<file path="src/rtl/irq_sequencer_if.sv">
// Interrupt sequencer bus: interrupt sources, enables and the trap handshake.
// slave  : the sequencer (sources/enables/ack/mret in; req/cause/mip/status out)
// master : the core/CSR side (drives sources, enables, ack and mret)
interface irq_sequencer_if #(
   parameter int unsigned XLEN = 64
);
   logic            msip;
   logic            mtip;
   logic            meip;
   logic            mstatus_mie;
   logic [XLEN-1:0] mie;
   logic            irq_ack;
   logic            mret;
   logic            irq_req;
   logic [XLEN-1:0] irq_cause;
   logic [XLEN-1:0] mip;
   logic            in_trap;
   logic [XLEN-1:0] irq_count;

   modport slave (
      input  msip, mtip, meip, mstatus_mie, mie, irq_ack, mret,
      output irq_req, irq_cause, mip, in_trap, irq_count
   );

   modport master (
      output msip, mtip, meip, mstatus_mie, mie, irq_ack, mret,
      input  irq_req, irq_cause, mip, in_trap, irq_count
   );
endinterface

</file>
<file path="src/rtl/irq_sequencer.sv">
// Machine-mode interrupt sequencer: picks the highest-priority enabled
// pending interrupt, presents it as a trap request held until ack, then
// blocks further requests until MRET.
// Ports:
//   clk  - core clock
//   rst  - asynchronous reset, active-low
//   bus  - irq_sequencer_if.slave (sources, enables, ack/mret in;
//          irq_req, irq_cause, mip, in_trap, irq_count out)
// Optional feature: define IRQ_SEQ_STATS_EN to build the taken-interrupt
// counter on irq_count; otherwise irq_count is tied to zero.
module irq_sequencer #(
   parameter int unsigned XLEN        = 64,
   parameter int unsigned SYNC_STAGES = 2
) (
   input logic           clk,
   input logic           rst,
   irq_sequencer_if.slave bus
);
   localparam int unsigned CODE_W   = 4;
   localparam logic [CODE_W-1:0] CODE_MSI = 4'd3;
   localparam logic [CODE_W-1:0] CODE_MTI = 4'd7;
   localparam logic [CODE_W-1:0] CODE_MEI = 4'd11;

   typedef enum logic [1:0] {IDLE, REQ, TRAP} state_e;

   state_e              state_q, state_d;
   logic                req_q, req_d;
   logic                trap_q, trap_d;
   logic [XLEN-1:0]     cause_q, cause_d;
   logic [CODE_W-1:0]   code_q, code_d;
   logic [SYNC_STAGES-1:0] meip_sync_q;
   logic                meip_s;
   logic [XLEN-1:0]     mip_c;
   logic                pend_msi, pend_mti, pend_mei;
   logic                eligible;
   logic                held;
   logic [CODE_W-1:0]   win_code;
   logic                unused_mie;

   // meip is asynchronous: pass it through the synchronizer chain
   always_ff @(posedge clk or negedge rst) begin
      if (!rst) meip_sync_q <= '0;
      else      meip_sync_q <= {meip_sync_q[SYNC_STAGES-2:0], bus.meip};
   end
   assign meip_s = meip_sync_q[SYNC_STAGES-1];

   // Pending view; forced to zero while reset is asserted
   always_comb begin
      mip_c     = '0;
      mip_c[3]  = bus.msip;
      mip_c[7]  = bus.mtip;
      mip_c[11] = meip_s;
      if (!rst) mip_c = '0;
   end

   assign pend_msi   = mip_c[3]  & bus.mie[3];
   assign pend_mti   = mip_c[7]  & bus.mie[7];
   assign pend_mei   = mip_c[11] & bus.mie[11];
   assign eligible   = bus.mstatus_mie & (pend_msi | pend_mti | pend_mei);
   assign unused_mie = ^bus.mie;

   // Fixed priority MEI > MSI > MTI
   always_comb begin
      win_code = CODE_MTI;
      if (pend_mei)      win_code = CODE_MEI;
      else if (pend_msi) win_code = CODE_MSI;
   end

   // Is the latched source still pending and enabled?
   always_comb begin
      held = 1'b0;
      case (code_q)
         CODE_MSI: held = pend_msi;
         CODE_MTI: held = pend_mti;
         CODE_MEI: held = pend_mei;
         default:  held = 1'b0;
      endcase
   end

   // State and output registers
   always_ff @(posedge clk or negedge rst) begin
      if (!rst) begin
         state_q <= IDLE;
         req_q   <= 1'b0;
         trap_q  <= 1'b0;
         cause_q <= '0;
         code_q  <= '0;
      end else begin
         state_q <= state_d;
         req_q   <= req_d;
         trap_q  <= trap_d;
         cause_q <= cause_d;
         code_q  <= code_d;
      end
   end

   // Next-state and output logic
   always_comb begin
      state_d = state_q;
      req_d   = req_q;
      trap_d  = trap_q;
      cause_d = cause_q;
      code_d  = code_q;
      case (state_q)
         IDLE: begin
            if (eligible) begin
               state_d             = REQ;
               req_d               = 1'b1;
               code_d              = win_code;
               cause_d             = '0;
               cause_d[XLEN-1]     = 1'b1;
               cause_d[CODE_W-1:0] = win_code;
            end
         end
         REQ: begin
            // ack wins over a simultaneous withdraw
            if (bus.irq_ack) begin
               state_d = TRAP;
               req_d   = 1'b0;
               trap_d  = 1'b1;
            end else if (!held || !bus.mstatus_mie) begin
               state_d = IDLE;
               req_d   = 1'b0;
            end
         end
         TRAP: begin
            if (bus.mret) begin
               state_d = IDLE;
               trap_d  = 1'b0;
            end
         end
         default: begin
            state_d = IDLE;
            req_d   = 1'b0;
            trap_d  = 1'b0;
         end
      endcase
   end

   assign bus.irq_req   = req_q;
   assign bus.irq_cause = cause_q;
   assign bus.in_trap   = trap_q;
   assign bus.mip       = mip_c;

`ifdef IRQ_SEQ_STATS_EN
   logic            take_c;
   logic [XLEN-1:0] count_q;

   assign take_c = (state_q == REQ) & bus.irq_ack;

   // Taken-interrupt counter, wraps naturally
   always_ff @(posedge clk or negedge rst) begin
      if (!rst)        count_q <= '0;
      else if (take_c) count_q <= count_q + XLEN'(1);
   end
   assign bus.irq_count = count_q;
`else
   assign bus.irq_count = '0;
`endif
endmodule

</file>
<file path="src/flat_wrapper.sv">
// flat-port wrapper written by rule: the top's interface ports become plain ports
module irq_sequencer_flat 
#(
   parameter int unsigned XLEN        = 64,
   parameter int unsigned SYNC_STAGES = 2
)
  (clk, rst, bus_msip, bus_mtip, bus_meip, bus_mstatus_mie, bus_mie, bus_irq_ack, bus_mret, bus_irq_req, bus_irq_cause, bus_mip, bus_in_trap, bus_irq_count);
  irq_sequencer_if #(.XLEN(XLEN)) bus_i ();
  input logic clk;
  input logic rst;
  input wire logic [$bits(bus_i.msip)-1:0] bus_msip;
  input wire logic [$bits(bus_i.mtip)-1:0] bus_mtip;
  input wire logic [$bits(bus_i.meip)-1:0] bus_meip;
  input wire logic [$bits(bus_i.mstatus_mie)-1:0] bus_mstatus_mie;
  input wire logic [$bits(bus_i.mie)-1:0] bus_mie;
  input wire logic [$bits(bus_i.irq_ack)-1:0] bus_irq_ack;
  input wire logic [$bits(bus_i.mret)-1:0] bus_mret;
  output wire logic [$bits(bus_i.irq_req)-1:0] bus_irq_req;
  output wire logic [$bits(bus_i.irq_cause)-1:0] bus_irq_cause;
  output wire logic [$bits(bus_i.mip)-1:0] bus_mip;
  output wire logic [$bits(bus_i.in_trap)-1:0] bus_in_trap;
  output wire logic [$bits(bus_i.irq_count)-1:0] bus_irq_count;
  assign bus_i.msip = bus_msip;
  assign bus_i.mtip = bus_mtip;
  assign bus_i.meip = bus_meip;
  assign bus_i.mstatus_mie = bus_mstatus_mie;
  assign bus_i.mie = bus_mie;
  assign bus_i.irq_ack = bus_irq_ack;
  assign bus_i.mret = bus_mret;
  assign bus_irq_req = bus_i.irq_req;
  assign bus_irq_cause = bus_i.irq_cause;
  assign bus_mip = bus_i.mip;
  assign bus_in_trap = bus_i.in_trap;
  assign bus_irq_count = bus_i.irq_count;
  irq_sequencer #(.XLEN(XLEN), .SYNC_STAGES(SYNC_STAGES)) u_core (.clk(clk), .rst(rst), .bus(bus_i));
endmodule
</file>
<file path="config.mk">
export PLATFORM = sky130hd
export DESIGN_NAME = irq_sequencer_flat
export DESIGN_NICKNAME = d
export VERILOG_FILES = /design/src/rtl/irq_sequencer_if.sv /design/src/rtl/irq_sequencer.sv /design/src/flat_wrapper.sv
export SDC_FILE = /design/constraint.sdc
export NUM_CORES = 1
export LEC_CHECK = 0
export CORE_AREA = 2 2 103 105
export CTS_CLUSTER_DIAMETER = 80
export CTS_CLUSTER_SIZE = 30
export DETAILED_ROUTE_END_ITERATION = 12
export DIE_AREA = 0 0 105 107
export DONT_BUFFER_PORTS = 1
export GPL_TIMING_DRIVEN = 0
export PLACE_DENSITY = 0.37
export SLEW_MARGIN = 5
export SYNTH_ARGS = -nofsm -noshare
export SYNTH_HDL_FRONTEND = slang
export SYNTH_SLANG_ARGS = --single-unit
</file>
<file path="constraint.sdc">
create_clock -name clk -period 2.1 [get_ports clk]
set_input_delay 0.315 -clock clk [delete_from_list [all_inputs] [get_ports clk]]
set_output_delay 0.315 -clock clk [all_outputs]
set_load 0.03 [all_outputs]
</file>
==> impl_results.md <==
* Most numerous cell in the Yosys netlist: buf_4
* Top post-synthesis cells by count: buf_4, dfrtp_1
* Syn Inst Count at 225
* Worst Slack Setup Final at 677 ps
* Unique cell type count in the Yosys netlist at 20
* TritonCTS clock tree: yes
* Final Power at 1.22 mW
* Hold Crit Class: in -> reg
* Sw Pwr at 0.637 mW
* Layout cell share with drive strength beyond 1 at 47.2%
* Clock insertion delay at the later pin of the skew report at 230 ps
* Synth-to-layout area growth at 49.9%
* Worst-path cell chain: nand2b_1 -> a211oi_4 -> mux2_2
* Mean Syn Cell Area at 8.12 um2
* Via-to-Cell Ratio at 2.33
* Initial core utilization at 18.1%
* Tmin final at 1420 ps
* Max incr delay on CP at 410 ps
* DRT iter0 DRCs at 12
* Final hold vios at 0
* Post-CTS Setup Bufs at 0
* Die H at 107 um
* Worst vdd ir at 0.336 mV
* Worst path slowest cell: dfrtp_1
* Drt pass-1 iters at 2
* P per Cell Area at 447 nW/um2
* Max Freq at 703 MHz
* Global-route wire length before repair at 4580 um
* Port-buffer cells at 0
* Dpl ws at 699 ps
* TNS Setup at 0 ps
* Sequential share of the synthesized area at 12.3%
* Residual DRC at 0
* Synth Flop Type: dfrtp_1
* Htree depth at 1
* Core area at 10100 um2
* Drt wl/cell at 5.99 um
* Clock share of power at 16.6%
* Outcome: completed
* Async set-reset flop share out of synthesis at 100%
* RSZ-0062 raised after global routing: false
* Post-Layout Cell Count at 549
* Clock skew at 0.743 ps
* Sequential Power Share at 20.6%
* Placed insts at 544
* Largest area contributor in the netlist: buf_4
* Largest net degree at the start of global routing at 10
* Vias post-DR at 1277
* Row cnt at 37
* Sw Ratio at 52.1%
* Min Hold Slack at 109 ps
* WP data arrival at 1540 ps
* DRT Wirelength at 3290 um
* Total CTS buffers at 3
* Seq cells post-synth at 9
* Final Slew Violations at 0
* Antenna Cells at 0
* Antenna Nets Post-Route at 0
* Critical Path RT at 2220 ps
* Post-synth top area share at 76.4%
* Comb power frac at 62.8%
* Worst Setup Start Kind: register
* Full die area at 11200 um2
* CTS Buffer Depth at 2
* Leakage at 1.81 nW
* Hpwl dp at 3180 um
* Nets@finish at 486
* Die W at 105 um
* Tcrit/Tclk final at 67.8%
* MaxCap Viol Count at 0
* Post-synth EDFFs at 0
* Gp weighted congestion at 0.668
* Crit. End Element: register
* Synthesized area at 1830 um2
* # setup viols final at 0
* CP Class: reg -> reg
* CTS clk-pin slew, worst paths at 50 ps
* Synth area leaders: buf_4, dfrtp_1, mux2_2
* Vias in the first global route at 965
* Max Fanout on Critical Path at 5
* IO Count at 266
* Clk sinks at 9
* Antenna violations before repair at 0
* CTS Root Cell: clkbuf_8
* Congestion Overflow GR at 0
* Power Internal at 0.586 mW
* Synthesis Warnings at 0
* GRT Util Overall at 4.93%
==> final timing paths <==
kind,start,endpoint,slack [ps],depth (start not counted)
worst min register to register,u_core.meip_sync_q[0]$_DFF_PN0_,u_core.meip_sync_q[1]$_DFF_PN0_,350,0
min in group asynchronous,rst,u_core.bus.irq_cause[3]$_DFFE_PN0P_,480,1
max in group asynchronous,rst,u_core.code_q[1]$_DFFE_PN0P_,1310,1
worst max register to register,u_core.state_q[1]$_DFFE_PN0P_,u_core.bus.irq_cause[3]$_DFFE_PN0P_,680,3
worst min-delay path,bus_meip,u_core.meip_sync_q[0]$_DFF_PN0_,110,0
worst max-delay path,u_core.state_q[1]$_DFFE_PN0P_,u_core.bus.irq_cause[3]$_DFFE_PN0P_,680,3
==> state kept, by name, summed over array words and instances, names as in the netlist <==
| register | cells |
|---|---|
| u_core.bus.in_trap | 1 |
| u_core.bus.irq_cause | 1 |
| u_core.bus.irq_req | 1 |
| u_core.code_q | 2 |
| u_core.meip_sync_q | 2 |
| u_core.state_q | 2 |
==> per-layer routing <==
| layer | wire, um | global-route usage (%) | vias up |
|---|---|---|---|
| li1 | - | - | 700 |
| met1 | 814 | 3.56 | 469 |
| met2 | 1880 | 10.8 | 106 |
| met3 | 581 | 2.55 | 2 |
| met4 | 12 | 1.14 | 0 |
| met5 | 0 | 0 | - |
==> cell usage in the layout (no fill, tap or decap), drive strengths merged <==
master       count
a211oi           1
a21oi            2
a22o             1
a2bb2oi          1
and2             3
and3             1
buf            186
clkbuf           4
conb           184
dfrtp            9
dlygate4sd3      1
mux2             2
nand2            2
nand2b           3
nand3            2
nand3b           3
nor2             2
nor3b            1
o21ai            3
or2              1
or2b             1
==> area by class of cell <==
type | instances | area [um2]
Fill cell | 1145 | 7350
Multi-Input combinational cell | 213 | 892
Buffer | 186 | 1400
Tap cell | 136 | 170
Timing Repair Buffer | 1 | 10.0
Clock buffer | 4 | 45.0
Sequential cell | 9 | 225
==> what timing repair did <==
item	CTS	global route
hold buffers	1	0
endpoints found under the setup margin	0	0
resized for setup	0	0
endpoints found under the hold margin	9	0
==> critical path: cells and delay by family (launching register included) <==
family	cells	cell delay, ps
mux	1	370
compound gates	1	310
flops	1	410
simple gates	1	210
==> kinds of logic after synthesis <==
group | share of synthesized area (%)
AND/OR/NAND/NOR | 6.30
multiplexers | 1.23
flip-flops | 12.3
buffers and inverters | 76.4
other | 0.205
AO/OA/AOI/OAI | 3.49
==> metrics by stage <==
step                      util, %  area (um2)
after CTS                    27.1        2740
after floorplan                 -        2510
final                        27.1        2740
after global placement       26.6        2680
after global routing         27.1        2740
after detailed placement     26.6        2680
==> power groups by stage <==
stage	logic (mW)	registers [mW]	clock network, mW
after floorplan	0.737	0.246	0
after global placement	0.741	0.255	0
after detailed placement	0.741	0.254	0
after CTS	0.747	0.251	0.210
after global routing	0.812	0.255	0.215
final	0.769	0.251	0.203
(Power assumes the default switching activity.)
